File: config.mk
export PLATFORM = sky130hd
export DESIGN_NAME = prio_encoder_rr
export DESIGN_NICKNAME = d
export VERILOG_FILES = /design/src/rtl/prio_encoder_rr.sv
export SDC_FILE = /design/constraint.sdc
export NUM_CORES = 1
export LEC_CHECK = 0
export ABC_AREA = 1
export CORE_MARGIN = 2
export CORE_UTILIZATION = 49
export DETAILED_ROUTE_END_ITERATION = 10
export PLACE_DENSITY_LB_ADDON = 0.2
export SYNTH_ARGS = -nofsm -noshare
export SYNTH_HDL_FRONTEND = slang
export SYNTH_SLANG_ARGS = --single-unit
export TNS_END_PERCENT = 20
File: constraint.sdc
create_clock -name clk -period 3.6 [get_ports clk]
set_input_delay 0.72 -clock clk [delete_from_list [all_inputs] [get_ports clk]]
set_output_delay 0.72 -clock clk [all_outputs]
set_load 0.05 [all_outputs]
File: src/rtl/prio_encoder_rr.sv
// Purpose: priority encoder with selectable fixed (highest index wins) or round-robin arbitration.
// Latency: 1 cycle from accept to registered result on out_idx/out_zero.
// Backpressure: in_ready = !out_valid || out_ready; the result is held while out_ready is low.
//
// Ports:
//   clk        - single clock, rising edge
//   rst        - synchronous active-high reset
//   in_valid   - in_req/mode valid this cycle
//   in_ready   - block accepts input this cycle
//   in_req     - N-bit request vector, bit i = request from source i
//   mode       - 0 = fixed priority, 1 = round-robin (sampled with in_valid)
//   out_valid  - out_idx/out_zero hold a result
//   out_ready  - downstream consumes the result this cycle
//   out_idx    - encoded winning index
//   out_zero   - the accepted request vector was all zeros
module prio_encoder_rr #(
  parameter int N = 8
) (
  input  logic                 clk,
  input  logic                 rst,
  input  logic                 in_valid,
  output logic                 in_ready,
  input  logic [N-1:0]         in_req,
  input  logic                 mode,
  output logic                 out_valid,
  input  logic                 out_ready,
  output logic [$clog2(N)-1:0] out_idx,
  output logic                 out_zero
);

  localparam int W = $clog2(N);

  // Round-robin pointer: first index searched on the next round-robin accept.
  logic [W-1:0] ptr;

  logic         accept;
  logic         any_req;
  logic [W-1:0] fix_idx;
  logic         hi_found;
  logic [W-1:0] hi_idx;
  logic [W-1:0] lo_idx;
  logic [W-1:0] rr_idx;
  logic [W-1:0] win_idx;
  logic [W-1:0] ptr_nxt;

  assign in_ready = !out_valid || out_ready;
  assign accept   = in_valid && in_ready;

  always_comb begin
    any_req = |in_req;

    // Fixed priority: ascending scan, the last hit is the highest set bit.
    fix_idx = '0;
    for (int i = 0; i < N; i++) begin
      if (in_req[i]) fix_idx = W'(i);
    end

    // Round-robin: a descending scan leaves the lowest set bit at or above
    // ptr in hi_idx and the lowest set bit overall in lo_idx. When nothing is
    // set at or above ptr the search wraps, so lo_idx is the winner.
    hi_found = 1'b0;
    hi_idx   = '0;
    lo_idx   = '0;
    for (int i = N - 1; i >= 0; i--) begin
      if (in_req[i]) begin
        lo_idx = W'(i);
        if (i >= int'(ptr)) begin
          hi_found = 1'b1;
          hi_idx   = W'(i);
        end
      end
    end
    rr_idx = hi_found ? hi_idx : lo_idx;

    win_idx = mode ? rr_idx : fix_idx;

    // Explicit wrap so non-power-of-2 N never leaves ptr outside 0..N-1.
    ptr_nxt = (rr_idx == W'(N - 1)) ? '0 : rr_idx + W'(1);
  end

  always_ff @(posedge clk) begin
    if (rst) begin
      out_valid <= 1'b0;
      out_idx   <= '0;
      out_zero  <= 1'b0;
      ptr       <= '0;
    end else if (accept) begin
      out_valid <= 1'b1;
      out_idx   <= any_req ? win_idx : '0;
      out_zero  <= !any_req;
      // Only a non-empty round-robin accept advances the pointer.
      if (mode && any_req) ptr <= ptr_nxt;
    end else if (out_ready) begin
      out_valid <= 1'b0;
    end
  end

endmodule

==> results of run 1 <==
stage by stage:
stage               hold WS, ns  utilization  setup WS, ns
floorplan                0.5112            -         1.537
global placement         0.4542       0.6719        0.7463
detailed placement       0.4598       0.6719        0.7165
CTS                      0.4706       0.6894        0.7160
global route             0.4817       0.6894        0.6660
finish                   0.4685       0.6894        0.7222
synthesized netlist by cell type:
cell and number:
o21ai_4 1, nand2_2 5, nor2_1 7, nand3_2 1, and2_4 1, a31o_2 1, nand3_1 5, o21ai_0 6
nand4_1 1, o21ai_1 2, ha_1 2, nor2_2 3, nor2_4 1, a32oi_1 1, nand2_1 25, a21boi_0 1
dfxtp_1 8, nand4_2 1, nor3_1 1, a21oi_1 11, inv_2 5, nand3b_1 1, o21bai_1 2, inv_1 14
state kept, by name, indices dropped and copies added (netlist names):
| name | cells |
|---|---|
| out_valid | 1 |
| ptr | 3 |
| out_idx | 3 |
| out_zero | 1 |
path summary, 6_finish.rpt:
| path | from | end | slack, ns | cells after the start |
|---|---|---|---|---|
| max reg2reg | ptr[2] | ptr[2] | 1.69 | 13 |
| max | out_ready | in_ready | 0.72 | 4 |
| min reg2reg | out_idx[2] | out_idx[2] | 0.47 | 2 |
| min | out_idx[2] | out_idx[2] | 0.47 | 2 |
power by group:
part           total [mW]  internal, mW  switching, mW
Clock              0.0709        0.0383         0.0326
Combinational       0.110        0.0437         0.0660
Sequential          0.101        0.0958        0.00493
layer usage:
metal	share of wire	track usage	vias to the layer above
met5	0	0	-
met4	0.023	0.1250	0
met3	0.043	0.03261	5
met2	0.47	0.4023	15
met1	0.46	0.2361	312
li1	-	-	386
cell usage in the layout (no fill, tap or decap):
master	n
clkbuf_4	3
a32oi_1	1
nand3_1	5
nand4_1	1
o21bai_1	2
nor2_4	1
a21oi_1	11
o21ai_0	6
o21ai_1	2
nor2_1	7
ha_1	2
nand3_2	1
o21ai_4	1
nor3_1	1
a31o_2	1
nor2_2	3
and2_4	1
nand3b_1	1
nand2_1	25
a21boi_0	1
dfxtp_1	8
nand2_2	5
inv_1	14
inv_2	5
clkdlybuf4s50_1	18
nand4_2	1
kinds of logic after synthesis:
group                    count (synthesis)  share of synthesized area
AND/OR/NAND/NOR                         52                     0.3861
AO/OA/AOI/OAI                           25                     0.2279
buffers and inverters                   19                     0.1073
flip-flops                               8                     0.2410
adder cells (fa/ha/maj)                  2                    0.03766
area by class of cell:
type | instances | area (µm²)
Sequential cell | 8 | 160.2
Tap cell | 15 | 18.77
Clock buffer | 3 | 22.52
Inverter | 19 | 71.32
Timing Repair Buffer | 18 | 180.2
Fill cell | 127 | 399.1
Multi-Input combinational cell | 79 | 432.9
worst register-to-register path: stages, from the launching register on:
cell	delay [ns]
dfxtp_1	0.40
inv_2	0.09
nand2_1	0.07
nor2_1	0.05
inv_2	0.06
nand2_2	0.06
nor2_2	0.12
a21boi_0	0.10
nand2_1	0.11
nand2_1	0.07
ha_1	0.18
ha_1	0.27
o21ai_0	0.17
a21oi_1	0.05
==> flow_metrics.env, run 1 <==
export IMPL_outcome="completed"
export IMPL_crit_required_ns=2.88
export IMPL_cts_made_buffers=3
export IMPL_final_antenna_net_count=0
export IMPL_post_place_cells=139
export IMPL_dp_hpwl_mm=1.292
export IMPL_worstSetupEndpointType="output port"
export IMPL_viasPerCell=5.056
export IMPL_yosysTopAreaCellShare=0.2411
export IMPL_rsz0062_at_grt="no"
export IMPL_placed_area_um2=863.3
export IMPL_syn_instance_count=106
export IMPL_start_util=0.5170
export IMPL_critical_path_top_delay_family="buffers and inverters"
export IMPL_clk_latency_ns=0.26
export IMPL_final_max_slew_viol_count=0
export IMPL_clock_sinks=8
export IMPL_place_congestion=0.7818
export IMPL_cp_data_arrival_time_ns=2.16
export IMPL_cts_resized=0
export IMPL_cp_common_cell="clkdlybuf4s50_1"
export IMPL_max_freq_mhz=347.5
export IMPL_grt_use_total=0.2205
export IMPL_drt_pass1_iterations=4
export IMPL_design_core_area_um2=1285
export IMPL_ys_types=24
export IMPL_grt_pass1_vias=599
export IMPL_syn_area_um2=664.4
export IMPL_postCtsSetupBuffers=0
export IMPL_worstSetupStartpointType="input port"
export IMPL_num_vias=718
export IMPL_ys_ff_latch=8
export IMPL_period_share=0.7994
export IMPL_slowest_stage="clkdlybuf4s50_1"
export IMPL_cp_cell_sequence="clkdlybuf4s50_1 -> inv_1 -> nand2_1 -> clkdlybuf4s50_1"
export IMPL_grt_pass1_wl_mm=2.339
export IMPL_hold_viol_final=0
export IMPL_total_power_mw=0.2814
export IMPL_portBuffers=18
export IMPL_path_clk_slew_ns=0.05
export IMPL_maxCapViolCount=0
export IMPL_avgSynthCellArea_um2=6.268
export IMPL_slowest_delay_ns=0.82
export IMPL_yosys_area_top_type="dfxtp_1"
export IMPL_area_growth_pct=33.33
export IMPL_overflow=0
export IMPL_die_height_um=40.82
export IMPL_synth_area_leaders="dfxtp_1 24%, nand2_1 14%, a21oi_1 8.3%"
export IMPL_tightest_slew_ns=0.4906
export IMPL_htreeDepth=1
export IMPL_cts_hold_buf=0
export IMPL_die_area_um2=1666
export IMPL_power_per_cell_area_nw_per_um2=317.6
export IMPL_final_cell_area_um2=885.9
export IMPL_min_path_type="register to register"
export IMPL_p_leak_nw=0.4201
export IMPL_seq_area_frac_synth=0.2411
export IMPL_dieWidth_um=40.82
export IMPL_antenna_found_initial=0
export IMPL_maxSlewHeadroom=0.6719
export IMPL_syn_num_nets=121
export IMPL_drc=0
export IMPL_finalNetCount=144
export IMPL_worstPathBufferInverterCount=3
export IMPL_timing_final_crit_period_ns=2.878
export IMPL_setup_violations=0
export IMPL_yosys_warnings=0
export IMPL_critPathMaxFanout=4
export IMPL_rows=13
export IMPL_wl_per_cell_um=11.15
export IMPL_cts_tree="built"
export IMPL_path_class="input port to output port"
export IMPL_peakVddDrop_mv=0.1838
export IMPL_drt_wl_total_mm=1.584
export IMPL_first_iter_violations=12
export IMPL_ios=19
export IMPL_cts_buffer_depth=2
export IMPL_antenna_cells=0
export IMPL_grt_max_degree=7
export IMPL_finalNonFillerCells=142
export IMPL_finalSetupTns_ns=0
export IMPL_drive_gt1_frac=0.1732
export IMPL_clockRootBuffer="clkbuf_4"
export IMPL_fin_worst_skew_ns=0.001806
No activity file was read; power rests on OpenSTA's default activity.
==> run 2, diff against run 1 <==
--- a/config.mk
+++ b/config.mk
@@ -7,7 +7,7 @@
 export LEC_CHECK = 0
 export ABC_AREA = 1
 export CORE_MARGIN = 2
-export CORE_UTILIZATION = 49
+export CORE_UTILIZATION = 41
 export DETAILED_ROUTE_END_ITERATION = 10
 export PLACE_DENSITY_LB_ADDON = 0.2
 export SYNTH_ARGS = -nofsm -noshare
==> constraint.sdc (replaced) <==
create_clock -name clk -period 2.53 [get_ports clk]
set_input_delay 0.506 -clock clk [delete_from_list [all_inputs] [get_ports clk]]
set_output_delay 0.506 -clock clk [all_outputs]
set_load 0.05 [all_outputs]
==> run 2 against run 1 <==
  * Combinational power is 43% higher
  * Sequential power increased by 42%
  * Global-route usage is 3.5 points lower
  * Total power grew 41%
  * Cell area rose by 2.1%
  * Clock skew up 0.00071 ns
  * Register-to-register slack lost 1.0 ns
  * Critical endpoint is now ptr[2]
  * Largest cell class unchanged
  * Highest routed layer unchanged
==> flow_metrics.env, run 2 (synthesized netlist as in run 1, its figures left out) <==
export IMPL_outcome="completed"
export IMPL_dp_hpwl_mm=1.256
export IMPL_slowest_stage="clkdlybuf4s50_1"
export IMPL_antenna_found_initial=0
export IMPL_cts_resized=0
export IMPL_num_vias=740
export IMPL_drt_wl_total_mm=1.524
export IMPL_grt_use_total=0.1857
export IMPL_timing_final_crit_period_ns=2.156
export IMPL_grt_pass1_vias=676
export IMPL_path_class="input port to register"
export IMPL_crit_start="in_req[1]"
export IMPL_mostFrequentLayoutCells="25 x nand2_1, 17 x clkdlybuf4s50_1, 14 x inv_1, 11 x a21oi_1, 8 x dfxtp_1"
export IMPL_cts_buffer_depth=2
export IMPL_layout_commonest_cell="nand2_1"
export IMPL_regToRegSetupSlack_ns=0.66
export IMPL_post_route_util=0.6005
export IMPL_rows=14
export IMPL_area_growth_pct=36.16
export IMPL_place_congestion=0.8107
export IMPL_crit_required_ns=2.67
export IMPL_power_per_cell_area_nw_per_um2=438.4
export IMPL_total_power_mw=0.3966
export IMPL_overflow=0
export IMPL_portBuffers=18
export IMPL_reg_largest_list="out_idx x3, ptr x3"
export IMPL_viasPerCell=5.139
export IMPL_postCtsSetupBuffers=0
export IMPL_wl_per_cell_um=10.58
export IMPL_critical_path_top_delay_family="buffers and inverters"
export IMPL_slowest_delay_ns=0.40
export IMPL_die_area_um2=1959
export IMPL_min_from="out_idx[2]"
export IMPL_drc=0
export IMPL_post_place_cells=141
export IMPL_cp_data_arrival_time_ns=2.30
export IMPL_fin_worst_skew_ns=0.002515
export IMPL_hold_viol_final=0
export IMPL_worstSetupStartpointType="input port"
export IMPL_worstPathBufferInverterCount=3
export IMPL_ios=19
export IMPL_finalNonFillerCells=144
export IMPL_sw_frac_of_total=0.3573
export IMPL_power_internal_mw=0.2549
export IMPL_grt_pass1_wl_mm=2.691
export IMPL_tightest_slew_ns=0.4919
export IMPL_min_path_type="register to register"
export IMPL_die_height_um=44.26
export IMPL_clock_sinks=8
export IMPL_crit_end="ptr[2]"
export IMPL_maxSlewHeadroom=0.6710
export IMPL_path_clk_slew_ns=0.05
export IMPL_antenna_cells=0
export IMPL_clk_latency_ns=0.25
export IMPL_p_seq_frac=0.361
export IMPL_maxCapViolCount=0
export IMPL_finalSetupTns_ns=0
export IMPL_design_core_area_um2=1506
export IMPL_cp_cell_sequence="clkdlybuf4s50_1 -> inv_1 -> nor2_1 -> inv_2 -> nand2_2 -> nor2_2 -> a21boi_0 -> nand2_1 -> nand2_1 -> ha_1 -> ha_1 -> o21ai_0 -> a21oi_1"
export IMPL_max_freq_mhz=463.8
export IMPL_r2r_end="ptr[2]"
export IMPL_rsz0062_at_grt="no"
export IMPL_critPathMaxFanout=5
export IMPL_first_iter_violations=17
export IMPL_finalNetCount=145
export IMPL_period_share=0.8523
export IMPL_grt_max_degree=7
export IMPL_clockRootBuffer="clkbuf_4"
export IMPL_p_leak_nw=0.4310
export IMPL_p_clk_frac=0.244
export IMPL_hold_depth=2
export IMPL_final_max_slew_viol_count=0
export IMPL_setup_violations=0
export IMPL_p_sw_mw=0.1417
export IMPL_drive_gt1_frac=0.1875
export IMPL_cts_made_buffers=3
export IMPL_cts_hold_buf=0
export IMPL_combPwrFrac=0.396
export IMPL_reg2reg_depth=11
export IMPL_drt_pass1_iterations=4
export IMPL_cp_depth=13
export IMPL_htreeDepth=1
export IMPL_dieWidth_um=44.26
export IMPL_cts_tree="built"
export IMPL_final_antenna_net_count=0
export IMPL_peakVddDrop_mv=0.2988
export IMPL_start_util=0.4410
export IMPL_r2r_start="ptr[2]"
export IMPL_worstSetupEndpointType="register"
==> run 2: changes by cell type in the layout (fill, tap and decap cells not counted) <==
cell and change:
buf_4 +1, buf_12 +1, clkdlybuf4s50_1 -1
==> run 2: tightest hold or removal path, cell delays in order, from the launching register on <==
cell and delay, ns:
dfxtp_1 0.30, nand2_1 0.06, a21oi_1 0.06
==> run 2: how the worst min path moves through the flow <==
stage,end,slack (ns)
2_1_floorplan,ptr[1],0.51
3_3_place_gp,out_idx[0],0.46
3_5_place_dp,out_idx[0],0.46
4_1_cts,out_idx[0],0.47
5_1_grt,out_idx[2],0.50
6_report,out_idx[2],0.46
==> run 2: final cells by class <==
class	instances	area, µm²
Sequential cell	8	160.2
Multi-Input combinational cell	79	432.9
Inverter	19	71.32
Clock buffer	3	22.52
Tap cell	16	20.02
Timing Repair Buffer	19	197.7
Fill cell	147	601.8
==> run 2: metal layers <==
metal,vias to the layer above,routed length (µm),global-route usage
met5,-,0,0
met4,0,6,0.05455
met3,2,122,0.07755
met2,22,686,0.3118
met1,325,709,0.2150
li1,391,-,-
==> run 2: metrics by stage <==
step                      setup WS (ns)  hold slack, ns  cell area (µm²)
final                            0.3737          0.4635            904.6
after global routing             0.1666          0.5017            904.6
after CTS                        0.3679          0.4685            904.6
after detailed placement         0.1027          0.4608            882.1
after global placement           0.1413          0.4559            882.1
after floorplan                  0.6727          0.5112            664.4
==> run 2: power by group through the flow <==
| stage | sequential, mW | combinational, mW | clock, mW |
|---|---|---|---|
| after global routing | 0.144 | 0.176 | 0.110 |
| final | 0.143 | 0.157 | 0.0967 |
| after global placement | 0.145 | 0.156 | 0 |
| after detailed placement | 0.146 | 0.157 | 0 |
| after floorplan | 0.167 | 0.0802 | 0 |
| after CTS | 0.143 | 0.158 | 0.102 |
